File: config.mk
export PLATFORM = sky130hd
export DESIGN_NAME = brew_sequencer
export DESIGN_NICKNAME = d
export VERILOG_FILES = /design/src/rtl/coffee_pkg.sv /design/src/rtl/recipe_rom.sv /design/src/rtl/brew_sequencer.sv
export SDC_FILE = /design/constraint.sdc
export NUM_CORES = 1
export LEC_CHECK = 0
export CAP_MARGIN = 25
export CORE_UTILIZATION = 45
export DETAILED_ROUTE_END_ITERATION = 10
export PLACE_DENSITY = 0.75
export SLEW_MARGIN = 0
export SYNTH_ARGS = -nofsm -noshare
export SYNTH_HDL_FRONTEND = slang
export SYNTH_SLANG_ARGS = --single-unit
File: constraint.sdc
create_clock -name clk -period 2.7 [get_ports clk]
set_input_delay 0.27 -clock clk [delete_from_list [all_inputs] [get_ports clk]]
set_output_delay 0.27 -clock clk [all_outputs]
set_load 0.05 [all_outputs]
File: src/rtl/coffee_pkg.sv
// -----------------------------------------------------------------------------
// coffee_pkg
// Shared definitions for the coffee maker brew path:
//   - drink codes (ESPRESSO..MOCHA); codes 0, 6 and 7 are invalid
//   - ingredient valve one-hot constants
//   - brew_sequencer state encoding
//   - recipe step record and a small constructor helper
// No ports (package).
// -----------------------------------------------------------------------------
package coffee_pkg;

    // Drink codes as presented on c_type
    localparam logic [2:0] ESPRESSO   = 3'd1;
    localparam logic [2:0] AMERICANO  = 3'd2;
    localparam logic [2:0] CAPPUCCINO = 3'd3;
    localparam logic [2:0] LATTE      = 3'd4;
    localparam logic [2:0] MOCHA      = 3'd5;

    // Valve enables: [0] coffee, [1] water, [2] milk, [3] chocolate
    localparam logic [3:0] ING_NONE   = 4'b0000;
    localparam logic [3:0] ING_COFFEE = 4'b0001;
    localparam logic [3:0] ING_WATER  = 4'b0010;
    localparam logic [3:0] ING_MILK   = 4'b0100;
    localparam logic [3:0] ING_CHOC   = 4'b1000;

    // Sequencer state encoding
    localparam logic [2:0] ST_IDLE = 3'd0;
    localparam logic [2:0] ST_LOAD = 3'd1;
    localparam logic [2:0] ST_ARM  = 3'd2;
    localparam logic [2:0] ST_WAIT = 3'd3;
    localparam logic [2:0] ST_GAP  = 3'd4;
    localparam logic [2:0] ST_DONE = 3'd5;

    // One recipe step: which valve, how long, and whether it ends the drink
    typedef struct packed {
        logic [3:0] ingredient;
        logic [1:0] length;
        logic       last;
    } recipe_step_t;

    function automatic recipe_step_t mk_step(input logic [3:0] ing,
                                             input logic [1:0] len,
                                             input logic       last);
        recipe_step_t s;
        s.ingredient = ing;
        s.length     = len;
        s.last       = last;
        return s;
    endfunction

    // Entry returned for any unknown (drink, step) pair: no valve, terminates
    localparam recipe_step_t STEP_INVALID = '{ingredient: 4'b0000, length: 2'd0, last: 1'b1};

endpackage

File: src/rtl/recipe_rom.sv
// -----------------------------------------------------------------------------
// recipe_rom
// Combinational recipe lookup from (drink code, step index) to a recipe step
// record. Unknown drinks or steps beyond a recipe's end return an all-zero
// entry with last=1 so a sequencer reading it always terminates.
// Ports:
//   i_drink  [2:0]         drink code
//   i_step   [STEP_W-1:0]  0-based step index
//   o_entry  recipe_step_t {ingredient, length, last}
// -----------------------------------------------------------------------------
module recipe_rom
    import coffee_pkg::*;
#(
    parameter int STEP_W = 2
) (
    input  logic [2:0]        i_drink,
    input  logic [STEP_W-1:0] i_step,
    output recipe_step_t      o_entry
);

    int w_idx;

    always_comb begin
        w_idx   = int'(i_step);
        o_entry = STEP_INVALID;
        case (i_drink)
            ESPRESSO: begin
                if (w_idx == 0) o_entry = mk_step(ING_COFFEE, 2'd2, 1'b1);
            end
            AMERICANO: begin
                case (w_idx)
                    0:       o_entry = mk_step(ING_COFFEE, 2'd2, 1'b0);
                    1:       o_entry = mk_step(ING_WATER,  2'd3, 1'b1);
                    default: o_entry = STEP_INVALID;
                endcase
            end
            CAPPUCCINO: begin
                case (w_idx)
                    0:       o_entry = mk_step(ING_COFFEE, 2'd2, 1'b0);
                    1:       o_entry = mk_step(ING_MILK,   2'd1, 1'b1);
                    default: o_entry = STEP_INVALID;
                endcase
            end
            LATTE: begin
                case (w_idx)
                    0:       o_entry = mk_step(ING_COFFEE, 2'd1, 1'b0);
                    1:       o_entry = mk_step(ING_MILK,   2'd3, 1'b1);
                    default: o_entry = STEP_INVALID;
                endcase
            end
            MOCHA: begin
                case (w_idx)
                    0:       o_entry = mk_step(ING_CHOC,   2'd1, 1'b0);
                    1:       o_entry = mk_step(ING_COFFEE, 2'd2, 1'b0);
                    2:       o_entry = mk_step(ING_MILK,   2'd1, 1'b1);
                    default: o_entry = STEP_INVALID;
                endcase
            end
            default: o_entry = STEP_INVALID;
        endcase
    end

endmodule

File: src/rtl/brew_sequencer.sv
// -----------------------------------------------------------------------------
// brew_sequencer
// Accepts a confirmed drink selection and walks its recipe one step at a time:
// for each step it opens one valve, pulses start_timer with the step's length
// code, waits for t_expired, then closes the valve for a two-cycle gap
// (GAP, LOAD) before the next step. Sole driver of the dispense timer and
// valve bank. Every output is a register; no input reaches an output
// combinationally.
//
// Handshakes: ok is a valid strobe that is only accepted in IDLE with a drink
// code in 1..5 (the sequencer is "ready" exactly when busy=0); start_timer is
// a one-cycle request to the timer whose completion is t_expired, which is
// only consumed in WAIT; cancel is a level request honoured in any non-IDLE
// state and outranks every other transition.
//
// Ports:
//   clk, rst          clock, synchronous active-high reset
//   c_type [2:0]      drink code, latched on accepted ok
//   ok                confirm pulse
//   cancel            abort request (level)
//   t_expired         timer expiry
//   ing_type [2:0]    drink being brewed, 0 when idle
//   length_time [1:0] duration code of the current step (qualified by start_timer)
//   start_timer       one-cycle timer arm pulse
//   ingredients [3:0] valve enables, at most one set
//   step              current 0-based step index
//   busy              high in every state except IDLE
//   done              one-cycle pulse on recipe completion
//   aborted           one-cycle pulse on cancel
//   o_dbg_state [2:0] current FSM state (debug/observability)
// -----------------------------------------------------------------------------
module brew_sequencer
    import coffee_pkg::*;
#(
    parameter  int MAX_STEPS = 3,
    localparam int STEP_W    = (MAX_STEPS > 1) ? $clog2(MAX_STEPS) : 1
) (
    input  logic              clk,
    input  logic              rst,
    input  logic [2:0]        c_type,
    input  logic              ok,
    input  logic              cancel,
    input  logic              t_expired,
    output logic [2:0]        ing_type,
    output logic [1:0]        length_time,
    output logic              start_timer,
    output logic [3:0]        ingredients,
    output logic [STEP_W-1:0] step,
    output logic              busy,
    output logic              done,
    output logic              aborted,
    output logic [2:0]        o_dbg_state
);

    logic [2:0]        r_state;
    logic [2:0]        r_ing_type;
    logic [1:0]        r_length;
    logic              r_start_timer;
    logic [3:0]        r_ingredients;
    logic [STEP_W-1:0] r_step;
    logic              r_busy;
    logic              r_done;
    logic              r_aborted;

    logic              w_code_valid;
    recipe_step_t      w_entry;

    assign w_code_valid = (c_type >= ESPRESSO) && (c_type <= MOCHA);

    // The lookup is driven only by registered ing_type/step, which stay
    // stable from LOAD through WAIT, so the same entry serves both the arm
    // decision in LOAD and the last-step decision in WAIT.
    recipe_rom #(
        .STEP_W (STEP_W)
    ) u_recipe_rom (
        .i_drink (r_ing_type),
        .i_step  (r_step),
        .o_entry (w_entry)
    );

    always_ff @(posedge clk) begin
        if (rst) begin
            r_state       <= ST_IDLE;
            r_ing_type    <= 3'd0;
            r_length      <= 2'd0;
            r_start_timer <= 1'b0;
            r_ingredients <= ING_NONE;
            r_step        <= '0;
            r_busy        <= 1'b0;
            r_done        <= 1'b0;
            r_aborted     <= 1'b0;
        end else begin
            // Pulse outputs default low every cycle
            r_start_timer <= 1'b0;
            r_done        <= 1'b0;
            r_aborted     <= 1'b0;

            if ((r_state != ST_IDLE) && cancel) begin
                r_state       <= ST_IDLE;
                r_ingredients <= ING_NONE;
                r_ing_type    <= 3'd0;
                r_busy        <= 1'b0;
                r_aborted     <= 1'b1;
            end else begin
                case (r_state)
                    ST_IDLE: begin
                        if (ok && w_code_valid) begin
                            r_ing_type <= c_type;
                            r_step     <= '0;
                            r_busy     <= 1'b1;
                            r_state    <= ST_LOAD;
                        end
                    end
                    ST_LOAD: begin
                        // Registering here makes valve and start_timer rise
                        // together in the ARM cycle.
                        r_start_timer <= 1'b1;
                        r_length      <= w_entry.length;
                        r_ingredients <= w_entry.ingredient;
                        r_state       <= ST_ARM;
                    end
                    ST_ARM: begin
                        r_state <= ST_WAIT;
                    end
                    ST_WAIT: begin
                        if (t_expired) begin
                            r_ingredients <= ING_NONE;
                            if (w_entry.last) begin
                                r_done     <= 1'b1;
                                r_ing_type <= 3'd0;
                                r_state    <= ST_DONE;
                            end else begin
                                r_step  <= r_step + STEP_W'(1);
                                r_state <= ST_GAP;
                            end
                        end
                    end
                    ST_GAP: begin
                        r_state <= ST_LOAD;
                    end
                    ST_DONE: begin
                        r_busy  <= 1'b0;
                        r_state <= ST_IDLE;
                    end
                    default: begin
                        r_ingredients <= ING_NONE;
                        r_ing_type    <= 3'd0;
                        r_busy        <= 1'b0;
                        r_state       <= ST_IDLE;
                    end
                endcase
            end
        end
    end

    assign ing_type    = r_ing_type;
    assign length_time = r_length;
    assign start_timer = r_start_timer;
    assign ingredients = r_ingredients;
    assign step        = r_step;
    assign busy        = r_busy;
    assign done        = r_done;
    assign aborted     = r_aborted;
    assign o_dbg_state = r_state;

endmodule

==> results of run 1 <==
## cells in the mapped netlist
cell type / n / area [um2]
mux2i_1: 4 / 40.0
a211oi_1: 1 / 7.51
nand2_1: 14 / 52.6
or2_4: 1 / 8.76
o21a_1: 1 / 7.51
a21oi_1: 7 / 35.0
buf_1: 1 / 3.75
a32o_1: 1 / 10.0
nand4_1: 1 / 6.26
inv_1: 5 / 18.8
or3_1: 2 / 12.5
nand3_1: 8 / 40.0
a31oi_1: 1 / 6.26
and2b_1: 2 / 15.0
nand2b_1: 4 / 25.0
a21oi_2: 1 / 8.76
nor2_1: 9 / 33.8
or3b_1: 1 / 8.76
buf_2: 1 / 5.00
and3_1: 1 / 6.26
nor3_1: 6 / 30.0
o21ai_0: 10 / 50.1
nor3b_1: 1 / 7.51
ha_1: 7 / 87.6
o311ai_0: 2 / 17.5
and2_1: 1 / 6.26
clkbuf_1: 1 / 3.75
dfxtp_1: 18 / 360
a211oi_2: 1 / 12.5
nor2b_1: 3 / 18.8
o211ai_4: 1 / 21.3
o21bai_1: 1 / 7.51
a22oi_1: 2 / 15.0
a32oi_1: 1 / 8.76
## metal layers
layer | share of wire [%] | wire (um) | track usage [%] | vias to the layer above
li1 | - | - | - | 483
met3 | 5.3 | 127 | 3.74 | 2
met2 | 50 | 1200 | 36.1 | 31
met4 | 0.63 | 15 | 8.33 | 0
met5 | 0 | 0 | 0 | -
met1 | 44 | 1040 | 26.0 | 459
## power groups by stage
| stage | sequential, mW | combinational [mW] | clock (mW) |
|---|---|---|---|
| 2_1_floorplan | 0.338 | 0.0754 | 0 |
| 3_5_place_dp | 0.302 | 0.165 | 0 |
| 3_3_place_gp | 0.301 | 0.163 | 0 |
| 6_report | 0.296 | 0.166 | 0.172 |
| 5_1_grt | 0.299 | 0.179 | 0.184 |
| 4_1_cts | 0.296 | 0.166 | 0.172 |
## cells by family (layout without fill, tap and decap cells)
group,count (synthesis),after routing
AND/OR/NAND/NOR,54,54
AO/OA/AOI/OAI,30,30
flip-flops,18,18
buffers and inverters,8,34
adder cells (fa/ha/maj),7,7
multiplexers,4,4
## registers in the layout (all words and copies together), names as in the netlist
register     count
ingredients      4
ing_type         3
o_dbg_state      3
length_time      2
step             2
aborted          1
busy             1
done             1
start_timer      1
## critical path, stage by stage, from the launching register on
cell and delay (ns):
dfxtp_1 0.46, inv_1 0.15, ha_1 0.23, or3b_1 0.40, a211oi_2 0.28, or2_4 0.20
o211ai_4 0.11, mux2i_1 0.13
## cell type report
cell class / instances / area (um2)
well taps: 27 / 33.8
clock buffers: 4 / 36.3
repair buffers: 25 / 250
flip-flops and latches: 18 / 360
multi-input cells: 95 / 607
fillers: 192 / 716
inverters: 5 / 18.8
## worst max path at each step
| stage | startpoint | end | slack (ns) | cells past startpoint |
|---|---|---|---|---|
| after global routing | step[0] | ing_type[0] | 0.52 | 7 |
| after global placement | step[0] | ing_type[2] | 0.79 | 7 |
| after floorplan | step[0] | ing_type[0] | 0.42 | 7 |
| final | step[0] | ing_type[1] | 0.64 | 7 |
| after detailed placement | step[0] | ing_type[1] | 0.70 | 7 |
| after CTS | step[0] | ing_type[1] | 0.64 | 7 |
==> metrics.md, run 1 <==
| Metric | Value |
|---|---|
| Reg2reg end | ing_type[1] |
| FMAX | 485 MHz |
| Hold_sp | length_time[1] |
| Ys Warns | 0 |
| Reg power frac | 46.7% |
| Endpoints failing setup | 0 |
| Worst slew pin tran | 0.594 ns |
| Antenna cells | 0 |
| Post-Synth XOR/XNOR Area | 0% |
| Commonest non-fill, non-tap cells in the layout | clkdlybuf4s50_1 (25), dfxtp_1 (18), nand2_1 (14), o21ai_0 (10), nor2_1 (9) |
| Synthesized net count | 136 |
| Post-CTS sizing | 0 |
| Die W | between 40 and 50 um |
| Hold Path End | length_time[1] |
| DRC viols | 0 |
| Status | completed |
| Total power | 0.634 mW |
| Synth Area in Compound Gates | 20.8% |
| Hold_buf cts | 0 |
| Synthesized area | 998 um2 |
| Seq/Total Area, Yosys | a little over a third |
| Combinational power share | 26.3% |
| Final Cycle Share | about three quarters |
| R2R depth | 7 |
| Root Buffer | clkbuf_4 |
| Slew Limit Fails | 0 |
| HP Class | flip-flop to flip-flop |
| Die height | 49.1 um |
| Commonest non-fill, non-tap cell in the layout | clkdlybuf4s50_1 |
| CP arrival | 2.25 ns |
| Clock skew | ~0.0018 ns |
| Row cnt | 16 |
| Sw frac | between 30% and 40% |
| Worst R2R Setup Slack | 0.64 ns |
| Number of port buffers | 25 |
| Fin area | 1310 um2 |
| WL/cell | 13.7 um |
| Clk Latency, worst-skew pair | 0.29 ns |
| Placed cell area | 1270 um2 |
| Yosys reg bits | 18 |
| Hold Slack | ~0.46 ns |
| Synth Area per Inst | slightly above 8 um2 |
| Die area | 2410 um2 |
| Max cap viols | 0 |
| Drt pass-1 iters | 4 |
| IO Count | 26 |
| Maximum vdd drop | approximately 360 uV |
| FF-to-FF Start | step[0] |
| RePlAce Congestion | 0.855 |
| RSZ-0062 raised after global routing | false |
| DR vias | 975 |
| Drt via density | 5.60 |
| Post-layout util | 64.6% |
| Grt ovf | 0 |
| Leakage | 0.474 nW |
| DRT Wirelength | 2.38 mm |
| Worst Hold Depth | 2 |
| Synthesis-to-layout area growth | 30.8% |
| CP Max Fanout | 6 |
| Mux share of post-synthesis cell area | 4.01% |
| Syn Inst Count | between 100 and 150 |
| Post-synth cell types | 34 |
| Starting Density | 49.4% |
| ANT nets after route | 0 |
| Fin nets | 163 |
| Dpl hpwl | 1.79 mm |
| Pwr dens | 485 nW/um2 |
| First-iteration detailed-routing DRC count | 31 |
| Critical path endpoint category | flip-flop |
| Required time worst endpoint | 2.89 ns |
| Min Clock Period, post-route | 2.06 ns |
| Switching pwr | 0.210 mW |
| First-pass GRT wire length | 3.90 mm |
| Pre-CTS WS | 0.704 ns |
| Post-CTS Setup Repair Bufs | 0 |
| Clock sinks | 18 |
| Internal Power | approximately 0.42 mW |
| Sum of negative setup slack | 0 ns |
| Synth Area in Simple Gates | between 20% and 30% |
| Relative slew margins | 60.3% |
| Hold Fails Final Rpt | 0 |
| H-tree depth | 1 |
| Vias in the first global route | 871 |
| Clock Path Buffers | 2 |
| Total GRT Usage | 21.1% |
| Critical Path Source Type | flip-flop |
| Share of cells above drive strength 1 | 5.44% |
| Clock power share | 27.1% |
| Crit Path Class | flip-flop to flip-flop |
| Clock slew at reported path FFs | about 0.11 ns |
| Largest family of logic cells by synthesized area | simple AND/OR/NAND/NOR gates |
| Layout Cells excl Fill | 174 |
| Final WS setup | 0.639 ns |
| Core area | between 2000 and 2500 um2 |
| Largest net degree at the start of global routing | 13 |
| Post-synthesis adder-cell area fraction | 8.77% |
| Total clock buffers created by CTS | 3 |
| Dpl cells | 170 |
| Initial antenna violation count | 0 |
| CTS tree | done |
Note: power is estimated with default switching activity, not from simulation.
==> run 2: changes to the inputs <==
==> constraint.sdc (replaced) <==
create_clock -name clk -period 2.1 [get_ports clk]
set_input_delay 0.21 -clock clk [delete_from_list [all_inputs] [get_ports clk]]
set_output_delay 0.21 -clock clk [all_outputs]
set_load 0.05 [all_outputs]
==> run 2 against run 1 <==
  * Clock skew decreased by 0.00096 ns
  * Final area increased by 0.67%
  * Sequential power increased by 29%
  * Worst hold slack got worse by 0.0026 ns
  * Critical endpoint is now ing_type[2]
  * Largest cell class unchanged
  * Highest routed layer unchanged
==> metrics.md, run 2 (synthesized netlist as in run 1, its figures left out) <==
| Metric | Value |
|---|---|
| First-pass GRT wire length | 3.82 mm (-2.1%) |
| Sum of negative setup slack | 0 ns (unchanged) |
| Clock slew at reported path FFs | 0.11 ns (about the same) |
| Pwr dens | 621 nW/um2 (+28%) |
| Required time worst endpoint | 2.29 ns (-0.60 ns) |
| Synthesis-to-layout area growth | 31.7% |
| R2R depth | 7 (unchanged) |
| Layout Cells excl Fill | 175 (+0.57%) |
| Commonest non-fill, non-tap cell in the layout | clkdlybuf4s50_1 |
| Row cnt | 16 (unchanged) |
| Dpl hpwl | 1.78 mm (-0.47%) |
| Die W | 49.1 um (unchanged) |
| Hold_buf cts | 0 (unchanged) |
| Drt pass-1 iters | 4 (unchanged) |
| Leakage | 0.480 nW (+1.2%) |
| Fin nets | 164 (+0.61%) |
| DR vias | 981 (+0.62%) |
| Hold Path End | ingredients[3] |
| Die height | 49.1 um (unchanged) |
| Hold_sp | ingredients[3] |
| Max cap viols | 0 (unchanged) |
| Critical Path Source Type | flip-flop |
| Vias in the first global route | 908 (+4.2%) |
| CP arrival | 2.15 ns (-0.10 ns) |
| Min Clock Period, post-route | 1.96 ns (-0.102 ns) |
| Clk Latency, worst-skew pair | 0.30 ns (about the same) |
| Hold Fails Final Rpt | 0 (unchanged) |
| Drt via density | 5.61 (about the same) |
| Clock skew | 0.000888 ns (-0.000962 ns) |
| Reg power frac | 46.6% (about the same) |
| Worst R2R Setup Slack | 0.14 ns (-0.50 ns) |
| Worst slew pin tran | 0.501 ns (-0.0933 ns) |
| RePlAce Congestion | 0.860 (+0.60%) |
| CTS tree | done |
| Core area | 2020 um2 (unchanged) |
| CP Max Fanout | 6 (unchanged) |
| # fillers | 184 (-4.2%) |
| Crit Path Class | flip-flop to flip-flop |
| Grt ovf | 0 (unchanged) |
| Antenna cells | 0 (unchanged) |
| Total GRT Usage | 20.7% (-0.46 points) |
| Largest net degree at the start of global routing | 13 (unchanged) |
| FMAX | 510 MHz (+5.2%) |
| Number of port buffers | 25 (unchanged) |
| Post-CTS Setup Repair Bufs | 0 (unchanged) |
| Fin area | 1320 um2 (+0.67%) |
| Combinational power share | 26.4% (about the same) |
| First-iteration detailed-routing DRC count | 24 (-23%) |
| Endpoints failing setup | 0 (unchanged) |
| Post-layout util | 65.0% (+0.43 points) |
| Clock sinks | 18 (unchanged) |
| Internal Power | 0.547 mW (+29%) |
| Clock Path Buffers | 2 (unchanged) |
| Maximum vdd drop | 346 uV (-4.5%) |
| Dpl cells | 171 (+0.59%) |
| Total clock buffers created by CTS | 3 (unchanged) |
| Post-CTS sizing | 0 (unchanged) |
| Slew Limit Fails | 0 (unchanged) |
| Die area | 2410 um2 (unchanged) |
| Final Cycle Share | 93.3% (+17 points) |
| Starting Density | 49.4% (unchanged) |
| DRC viols | 0 (unchanged) |
| RSZ-0062 raised after global routing | false |
| Clock power share | 27.0% (about the same) |
| Share of cells above drive strength 1 | 6.76% (+1.3 points) |
| Placed cell area | 1280 um2 (+0.69%) |
| Switching pwr | 0.270 mW (+28%) |
| HP Class | flip-flop to flip-flop |
| Worst Hold Depth | 2 (unchanged) |
| Critical path endpoint category | flip-flop |
| DRT Wirelength | 2.36 mm (-1.1%) |
| Root Buffer | clkbuf_4 |
| Commonest non-fill, non-tap cells in the layout | clkdlybuf4s50_1 (25), dfxtp_1 (17), nand2_1 (14), o21ai_0 (10), nor2_1 (9) |
| Relative slew margins | 66.5% (+6.2 points) |
| ANT nets after route | 0 (unchanged) |
| Status | completed |
| H-tree depth | 1 (unchanged) |
| Reg2reg end | ing_type[2] |
| Sw frac | 33.0% (-0.17 points) |
| Largest register FFs | 4 (unchanged) |
| WL/cell | 13.5 um (-1.7%) |
| IO Count | 26 (unchanged) |
| FF-to-FF Start | step[0] |
| Initial antenna violation count | 0 (unchanged) |
run 2: cell types whose count changed in the layout (fill, tap and decap cells not counted), sizes merged:
cell and delta:
buf +1
run 2: stage by stage:
step	hold slack [ns]	setup WS [ns]	total power, mW
floorplan	0.348	0.0626	0.532
global placement	0.442	0.256	0.599
global route	0.503	0.0623	0.853
finish	0.461	0.141	0.817
CTS	0.465	0.142	0.822
detailed placement	0.452	0.156	0.603
run 2: layout make-up:
| cell class | instances | area (um2) | share of cell area (%) |
|---|---|---|---|
| multi-input combinational | 95 | 607 | 46.1 |
| sequential | 18 | 362 | 27.5 |
| timing repair buffer | 26 | 258 | 19.6 |
| clock buffer | 4 | 36.3 | 2.76 |
| tap | 27 | 33.8 | 2.57 |
| inverter | 5 | 18.8 | 1.43 |
run 2: worst max-delay path by stage:
stage	start	endpoint	slack [ns]	cells after the start
3_5_place_dp	step[0]	ing_type[2]	0.16	7
2_1_floorplan	step[0]	ing_type[0]	0.06	7
5_1_grt	step[0]	ing_type[2]	0.06	7
4_1_cts	step[0]	ing_type[2]	0.14	7
3_3_place_gp	step[0]	ing_type[2]	0.26	7
6_report	step[0]	ing_type[2]	0.14	7
run 2: critical path: stages (launching register included):
cell and delay (ns):
dfxtp_2 0.39, inv_1 0.11, ha_1 0.23, or3b_1 0.39
a211oi_2 0.29, or2_4 0.20, o211ai_4 0.11, mux2i_1 0.13
run 2: routing by layer:
layer  track usage (%)  vias up  wire, um
li1                  -      488         -
met1              21.8      451       981
met2              38.6       36      1210
met3              3.43        6       105
met4              10.8        0        55
met5                 0        -         0
run 2: power groups by stage:
stage               Combinational (mW)  Sequential (mW)  Clock, mW
floorplan                       0.0970            0.435          0
global placement                 0.212            0.387          0
detailed placement               0.215            0.388          0
CTS                              0.216            0.380      0.226
global route                     0.231            0.384      0.238
finish                           0.216            0.381      0.221
